File: config.mk
export PLATFORM = sky130hd
export DESIGN_NAME = io_responder_flat
export DESIGN_NICKNAME = d
export VERILOG_FILES = /design/src/rtl/io_responder_if.sv /design/src/rtl/io_responder.sv /design/src/flat_wrapper.sv
export SDC_FILE = /design/constraint.sdc
export NUM_CORES = 1
export LEC_CHECK = 0
export BUFFER_PORTS_ARGS = -buffer_cell sky130_fd_sc_hd__buf_2
export CAP_MARGIN = 0
export CORE_MARGIN = 10
export CORE_UTILIZATION = 45
export DETAILED_ROUTE_END_ITERATION = 8
export GPL_TIMING_DRIVEN = 0
export PLACE_DENSITY = 0.68
export REMOVE_ABC_BUFFERS = 1
export SLEW_MARGIN = 40
export SYNTH_ARGS = -nofsm -noshare
export SYNTH_HDL_FRONTEND = slang
export SYNTH_SLANG_ARGS = --single-unit
File: constraint.sdc
create_clock -name CLK -period 5.05 [get_ports CLK]
set_input_delay 1.01 -clock CLK [delete_from_list [all_inputs] [get_ports CLK]]
set_output_delay 1.01 -clock CLK [all_outputs]
set_load 0.005 [all_outputs]
File: src/rtl/io_responder_if.sv
// Memory-bus view of the I/O window: the CPU initiates address/data/strobe and
// the responder returns the window hit plus combinational read data.
interface io_responder_if;
  logic [15:0] Addr;
  logic [15:0] Data;
  logic        Mem_Write;
  logic        io_hit;
  logic [15:0] Rd_Data;

  modport master (output Addr, Data, Mem_Write, input io_hit, Rd_Data);
  modport slave  (input Addr, Data, Mem_Write, output io_hit, Rd_Data);
endinterface

File: src/rtl/io_responder.sv
// 8-word memory-mapped I/O responder: GPIO out, synchronized GPIO in with edge
// capture, and an optional compare timer built only when IO_TIMER_EN is defined.
module io_responder #(
  parameter logic [15:0] BASE_ADDR = 16'hFF00
) (
  input  logic          CLK,
  input  logic          RST,
  io_responder_if.slave bus,
  input  logic [15:0]   gpio_in,
  output logic [15:0]   gpio_out,
  output logic          irq
);

  typedef enum logic [2:0] {
    OFF_GPIO_OUT  = 3'd0,
    OFF_GPIO_IN   = 3'd1,
    OFF_EDGE_STAT = 3'd2,
    OFF_EDGE_MASK = 3'd3,
    OFF_TMR_CTRL  = 3'd4,
    OFF_TMR_CMP   = 3'd5,
    OFF_TMR_CNT   = 3'd6,
    OFF_STATUS    = 3'd7
  } io_off_t;

  logic        wr;
  logic        wr_gpio_out;
  logic        wr_edge_stat;
  logic        wr_edge_mask;

  logic [15:0] gpio_out_q;
  logic [15:0] sync1_q;
  logic [15:0] sync2_q;
  logic [15:0] prev_q;
  logic [15:0] edge_stat_q;
  logic [15:0] edge_mask_q;
  logic [15:0] rise;
  logic [15:0] w1c_mask;
  logic        irq_q;

  // Timer-side values seen by the read mux and interrupt; constant without the timer.
  logic        tmr_irq;
  logic        tf_rd;
  logic [15:0] tmr_ctrl_rd;
  logic [15:0] tmr_cmp_rd;
  logic [15:0] tmr_cnt_rd;

  assign bus.io_hit   = (bus.Addr[15:3] == BASE_ADDR[15:3]);
  assign wr           = bus.Mem_Write & bus.io_hit;
  assign wr_gpio_out  = wr && (bus.Addr[2:0] == OFF_GPIO_OUT);
  assign wr_edge_stat = wr && (bus.Addr[2:0] == OFF_EDGE_STAT);
  assign wr_edge_mask = wr && (bus.Addr[2:0] == OFF_EDGE_MASK);

  assign rise     = sync2_q & ~prev_q;
  assign w1c_mask = wr_edge_stat ? bus.Data : 16'd0;

  always_ff @(posedge CLK) begin
    // NOTE: registered state uses non-blocking assignments so every flop samples
    // pre-edge values, e.g. the sync chain shifts by exactly one stage per clock.
    if (RST) begin
      gpio_out_q  <= '0;
      sync1_q     <= '0;
      sync2_q     <= '0;
      prev_q      <= '0;
      edge_stat_q <= '0;
      edge_mask_q <= '0;
      irq_q       <= 1'b0;
    end else begin
      sync1_q     <= gpio_in;
      sync2_q     <= sync1_q;
      prev_q      <= sync2_q;
      // OR-ing rise after the clear lets a same-cycle edge win over W1C.
      edge_stat_q <= (edge_stat_q & ~w1c_mask) | rise;
      if (wr_gpio_out)  gpio_out_q  <= bus.Data;
      if (wr_edge_mask) edge_mask_q <= bus.Data;
      irq_q       <= (|(edge_stat_q & edge_mask_q)) | tmr_irq;
    end
  end

  assign gpio_out = gpio_out_q;
  assign irq      = irq_q;

  always_comb begin
    // NOTE: default first so every path assigns Rd_Data and no latch is inferred.
    bus.Rd_Data = '0;
    if (bus.io_hit) begin
      case (bus.Addr[2:0])
        OFF_GPIO_OUT:  bus.Rd_Data = gpio_out_q;
        OFF_GPIO_IN:   bus.Rd_Data = sync2_q;
        OFF_EDGE_STAT: bus.Rd_Data = edge_stat_q;
        OFF_EDGE_MASK: bus.Rd_Data = edge_mask_q;
        OFF_TMR_CTRL:  bus.Rd_Data = tmr_ctrl_rd;
        OFF_TMR_CMP:   bus.Rd_Data = tmr_cmp_rd;
        OFF_TMR_CNT:   bus.Rd_Data = tmr_cnt_rd;
        OFF_STATUS:    bus.Rd_Data = {14'd0, irq_q, tf_rd};
        default:       bus.Rd_Data = '0;
      endcase
    end
  end

`ifdef IO_TIMER_EN
  typedef enum logic {
    TMR_IDLE = 1'b0,
    TMR_RUN  = 1'b1
  } tmr_state_t;

  tmr_state_t  tmr_state_q;
  tmr_state_t  tmr_state_d;
  logic        tmr_auto_q;
  logic        tmr_tie_q;
  logic [15:0] tmr_cmp_q;
  logic [15:0] tmr_cnt_q;
  logic [15:0] tmr_cnt_d;
  logic        tf_q;
  logic        tf_d;
  logic        tmr_match;
  logic        wr_ctrl;
  logic        wr_cmp;
  logic        wr_cnt;
  logic        wr_status;

  assign wr_ctrl   = wr && (bus.Addr[2:0] == OFF_TMR_CTRL);
  assign wr_cmp    = wr && (bus.Addr[2:0] == OFF_TMR_CMP);
  assign wr_cnt    = wr && (bus.Addr[2:0] == OFF_TMR_CNT);
  assign wr_status = wr && (bus.Addr[2:0] == OFF_STATUS);
  assign tmr_match = (tmr_state_q == TMR_RUN) && (tmr_cnt_q == tmr_cmp_q);

  always_ff @(posedge CLK) begin
    if (RST) tmr_state_q <= TMR_IDLE;
    else     tmr_state_q <= tmr_state_d;
  end

  // A CTRL write beats the one-shot self-disable.
  always_comb begin
    tmr_state_d = tmr_state_q;
    if (wr_ctrl)                        tmr_state_d = bus.Data[0] ? TMR_RUN : TMR_IDLE;
    else if (tmr_match && !tmr_auto_q)  tmr_state_d = TMR_IDLE;
  end

  always_comb begin
    tmr_cnt_d = tmr_cnt_q;
    tf_d      = tf_q;
    if (tmr_match)                   tmr_cnt_d = tmr_auto_q ? 16'd0 : tmr_cnt_q;
    else if (tmr_state_q == TMR_RUN) tmr_cnt_d = tmr_cnt_q + 16'd1;
    if (wr_cnt)                      tmr_cnt_d = bus.Data;
    if (wr_status && bus.Data[0])    tf_d      = 1'b0;
    if (tmr_match)                   tf_d      = 1'b1;
  end

  always_ff @(posedge CLK) begin
    if (RST) begin
      tmr_auto_q <= 1'b0;
      tmr_tie_q  <= 1'b0;
      tmr_cmp_q  <= '0;
      tmr_cnt_q  <= '0;
      tf_q       <= 1'b0;
    end else begin
      if (wr_ctrl) begin
        tmr_auto_q <= bus.Data[1];
        tmr_tie_q  <= bus.Data[2];
      end
      if (wr_cmp) tmr_cmp_q <= bus.Data;
      tmr_cnt_q <= tmr_cnt_d;
      tf_q      <= tf_d;
    end
  end

  assign tmr_irq     = tf_q & tmr_tie_q;
  assign tf_rd       = tf_q;
  assign tmr_ctrl_rd = {13'd0, tmr_tie_q, tmr_auto_q, tmr_state_q == TMR_RUN};
  assign tmr_cmp_rd  = tmr_cmp_q;
  assign tmr_cnt_rd  = tmr_cnt_q;
`else
  assign tmr_irq     = 1'b0;
  assign tf_rd       = 1'b0;
  assign tmr_ctrl_rd = '0;
  assign tmr_cmp_rd  = '0;
  assign tmr_cnt_rd  = '0;
`endif

endmodule

File: src/flat_wrapper.sv
// flat-port wrapper written by rule: the top's interface ports become plain ports
module io_responder_flat 
#(
  parameter logic [15:0] BASE_ADDR = 16'hFF00
)
  (CLK, RST, gpio_in, gpio_out, irq, bus_Addr, bus_Data, bus_Mem_Write, bus_io_hit, bus_Rd_Data);
  io_responder_if bus_i ();
  input  logic CLK;
  input  logic RST;
  input  logic [15:0] gpio_in;
  output logic [15:0] gpio_out;
  output logic irq;
  input wire logic [$bits(bus_i.Addr)-1:0] bus_Addr;
  input wire logic [$bits(bus_i.Data)-1:0] bus_Data;
  input wire logic [$bits(bus_i.Mem_Write)-1:0] bus_Mem_Write;
  output wire logic [$bits(bus_i.io_hit)-1:0] bus_io_hit;
  output wire logic [$bits(bus_i.Rd_Data)-1:0] bus_Rd_Data;
  assign bus_i.Addr = bus_Addr;
  assign bus_i.Data = bus_Data;
  assign bus_i.Mem_Write = bus_Mem_Write;
  assign bus_io_hit = bus_i.io_hit;
  assign bus_Rd_Data = bus_i.Rd_Data;
  io_responder #(.BASE_ADDR(BASE_ADDR)) u_core (.CLK(CLK), .RST(RST), .bus(bus_i), .gpio_in(gpio_in), .gpio_out(gpio_out), .irq(irq));
endmodule
[Word-level counts from Yosys, hierarchy flattened]
Index checks and enable logic that the tools add are counted.
Widths: inputs -> output; s select.
Cells by class
  equal/unequal tests: 8
  multiplexer cells: 3
  bitwise gates (word level): 7
  reduce and logical (&&, ||, !) cells: 6
Operators by type and width (count)
  $pmux 16 s6: 1
  $and 16x16->16: 3
  $mux 16: 2
  $not 16->16: 2
  $or 16x16->16: 1
  $reduce_or 16->1: 1
  $eq 13x13->1 const B: 1
  $eq 3x3->1 const B: 4
  $eq 3x2->1 const B: 2
  $eq 3x1->1 const B: 1
  $logic_and 1x1->1: 3
  $logic_not 3->1: 1
  $reduce_or 3->1: 1
  $and 1x1->1: 1
Word-level totals
  register bits after elaboration: 97
  input bits: 51
  word-level logic and storage cells: 31

[Longest topological paths before layout]
  depth in word-level cells: 7
  mapped depth: 7
  gate-level depth less buffers: 4

[Worst setup path after synthesis]
Ideal clock, no wire load.
  kind: input-to-output
  start point: in bus_Addr[6]
  end point: out bus_Rd_Data[10]
  data arrival time: 2.271 ns
  data required time: 4.040 ns
  slack: 1.769 ns
  stages on the path: 5
  buffers on the path: 1
  cell sequence: or3_4 -> nor4_4 -> nand2b_1 -> buf_2 -> a211oi_2
On the way
  cells in the longest elaborated chain, start to end: 2
Ends and longest elaborated chain
  start, declared: line flat_wrapper.sv:13  | input wire logic [$bits(bus_i.Addr)-1:0] bus_Addr;
  $eq 13x13->1: line io_responder.sv:47  | assign bus.io_hit = (bus.Addr[15:3] == BASE_ADDR[15:3]);
  net bus_io_hit: line flat_wrapper.sv:16  | output wire logic [$bits(bus_i.io_hit)-1:0] bus_io_hit;
  $mux 16: line io_responder.sv:85  | if (bus.io_hit) begin
  end, declared: line flat_wrapper.sv:17  | output wire logic [$bits(bus_i.Rd_Data)-1:0] bus_Rd_Data;
The timed path passes the listed nets, and every way through them passes these cells.

[Worst setup path after layout]
  start point: in bus_Addr[6]
  end point: out bus_Rd_Data[0]
On the way
  cells in the longest elaborated chain, start to end: 2
Ends and longest elaborated chain (line)
  $eq 13x13->1: io_responder.sv:47
  $mux 16: io_responder.sv:85
Every way passes these cells.

==> out/qor.csv <==
stage,metric,value,unit
status,status,"finished, final reports clean",
floorplanning,core area,0.008806,sq mm
sta,setup_tns,0,ns
grt,grt total ovfl,0,
detailed_routing,vias per cell,5.510,
final_layout,Area Growth Syn to Fin,15.44,%
detailed_routing,Vias,3427,
synth,Synth Cell Area,0.004116,sq mm
final_layout,most common library cell in the layout ignoring fill and taps,dfxtp_1,
detailed_routing,Post-DRT Antenna Nets,0,
min_path,Hold Crit Class,reg2reg,
clock_tree,Root Driver,clkbuf_8,
grt,first-pass GRT wire length,17370,um
clock_tree,htree depth,3,
pwr,clock network power share,34.8,%
pwr,sequential share of power,57.0,%
sta,Worst Skew,0.009560,ns
clock_tree,"Reg clk slew, reported paths",0.08,ns
flow_run,max-cap violations,0,
setup_path,WS Path Type,in2out,
sta,Tcrit/Tclk final,74.36,%
floorplanning,Die ar.,0.01337,sq mm
setup_path,CP Max Fanout,15,
pwr,Net Switching,337.2,uW
clock_tree,Post-CTS Hold Buffers,0,
clock_tree,clk_lat worst skew,0.36,ns
sta,fmax,266.3,MHz
pwr,Leak,0.001864,uW
final_layout,most frequent cells in the layout,"dfxtp_1, buf_2, nor2b_1, nand3_1, a21oi_1",
sta,Slew @ Worst Pin,0.8763,ns
synth,"EDFF count, synth",0,
final_layout,nets,559,
synth,top post-synthesis cells by area,"dfxtp_1, nor2b_1, nand3_1, a22o_1, a21oi_1",
setup_path,Crit path required time,4.04,ns
synth,post-synthesis register bit count,97,
clock_tree,CTS Sinks,97,
sta,Slew HR,41.58,%
synth,leading area contributor after synthesis,dfxtp_1,
placed_design,Port Buf Inserts,84,
synth,count of different cell masters after synthesis,35,
clock_tree,CTS-repair resized insts,0,
grt,vias in the first global route,3363,
setup_path,Setup crit end kind,output port,
synth,Synth top area share,47.17,%
grt,GRT Util Overall,16.13,%
detailed_routing,number of remaining DRC errors,0,
detailed_routing,routed len/inst,17.29,um
synth,Cells after Synth,446,
pwr,Worst VDD drop,155.2,uV
synth,YS warnings,0,
detailed_routing,drt first pass iters,5,
placed_design,DP Wirelength,7061,um
clock_tree,postcts setup bufs,0,
synth,syn_area_per_cell,9.230,sq um
pwr,sw frac,24.09,%
sta,RSZ-0062 raised after global routing,no,
floorplanning,# IOs,85,
final_layout,share of layout cells above drive strength 1,23.98,%
final_layout,utilization after layout,53.96,%
sta,final setup fails,0,
setup_path,critical path arrival,2.75,ns
detailed_routing,final WL,10760,um
floorplanning,die height,115.6,um
placed_design,final weighted congestion in routability-driven placement,0.7699,
synth,async set-or-reset flop fraction in the synthesized netlist,0,%
clock_tree,CTS tree,yes,
sta,Pins Over Slew Limit,0,
pwr,Pint,1062,uW
floorplanning,Cell Rows,34,
floorplanning,initial core utilization,46.75,%
clock_tree,number of CTS-inserted buffers,9,
detailed_routing,DR iter-0 viols,209,
clock_tree,CTS Buffer Depth,2,
sta,Fin. Hold Viols,0,
pwr,Combinational Power Share,8.2,%
setup_path,CP startpoint kind,input pin,
grt,pin count of the biggest net entering global routing,58,
grt,initial antenna violation count,1,
synth,Synth Flop Type,dfxtp_1,
pwr,pwr/cell area,294.5,mW/mm^2
sta,Tmin final,3.755,ns
floorplanning,Die X,115.6,um
synth,"Seq/Total Area, Yosys",47.17,%
## power groups by stage
stage | sequential (uW) | clock (uW) | combinational [uW]
floorplan | 811 | 0 | 49.6
global placement | 815 | 0 | 108
detailed placement | 815 | 0 | 115
CTS | 797 | 499 | 115
global route | 800 | 527 | 126
finish | 797 | 487 | 115
## synthesized netlist by cell type (8+ instances only)
library cell / instances
a211oi_1: 18
a211oi_2: 10
a21oi_1: 33
a22o_1: 20
buf_2: 8
clkbuf_1: 18
dfxtp_1: 97
inv_1: 16
mux2i_1: 15
nand3_1: 48
nor2_1: 30
nor2b_1: 67
o21ai_1: 32
## flip-flops by register name, indices dropped and copies added (netlist names)
| register | flops |
|---|---|
| u_core.edge_mask_q | 16 |
| u_core.edge_stat_q | 16 |
| u_core.gpio_out | 16 |
| u_core.prev_q | 16 |
| u_core.sync1_q | 16 |
| u_core.sync2_q | 16 |
| u_core.irq | 1 |
## worst max-delay path, stage by stage
cell,delay [ns]
buf_2,0.10
or3_4,0.42
nor4_4,0.32
nand2b_2,0.38
a211oi_1,0.34
buf_2,0.17
## cell type report
cell class	count	area, sq um
Antenna cell	1	2.502
Clock buffer	11	131.4
Clock inverter	5	56.30
Fill cell	840	4054
Inverter	16	60.06
Multi-Input combinational cell	295	1928
Sequential cell	97	1942
Tap cell	108	135.1
Timing Repair Buffer	89	496.7
## routing by layer
metal / vias to the layer above / part of all wire [%] / track usage (%)
met2: 128 / 46 / 25.71
met5: - / 0 / 0
li1: 1680 / - / -
met1: 1604 / 43 / 19.98
met4: 0 / 1.5 / 5.004
met3: 15 / 9.5 / 5.891
## per-stage QoR
step           instances  area [sq um]  setup slack [ns]  total power [uW]  hold slack, ns
4_1_cts              621          4747             1.300              1411          0.4451
5_1_grt              621          4750             1.231              1453          0.4510
3_3_place_gp         600          4473            0.9896             923.0          0.4166
3_5_place_dp         605          4559             1.301             929.7          0.4237
2_1_floorplan        408          3918             1.636             861.0          0.4138
6_report             622          4752             1.295              1400          0.4402
## final timing paths
kind	startpoint	endpoint	slack, ns	cells after the start
worst max-delay path	bus_Addr[6]	bus_Rd_Data[0]	1.29	6
worst max register to register	u_core.edge_stat_q[7]$_SDFF_PP0_	u_core.irq$_SDFF_PP0_	3.70	4
worst min register to register	u_core.sync1_q[6]$_SDFF_PP0_	u_core.sync2_q[6]$_SDFF_PP0_	0.44	1
worst min-delay path	u_core.sync1_q[6]$_SDFF_PP0_	u_core.sync2_q[6]$_SDFF_PP0_	0.44	1
## kinds of logic (layout without fill, tap and decap cells)
| logic type | Yosys count | in the layout | synth area share, % |
|---|---|---|---|
| AND/OR/NAND/NOR | 159 | 159 | 22.43 |
| flip-flops | 97 | 97 | 47.17 |
| other | 0 | 1 | 0 |
| buffers and inverters | 54 | 121 | 6.292 |
| AO/OA/AOI/OAI | 119 | 119 | 19.64 |
| multiplexers | 17 | 17 | 4.468 |
Note: power is estimated with default switching activity, not from simulation.
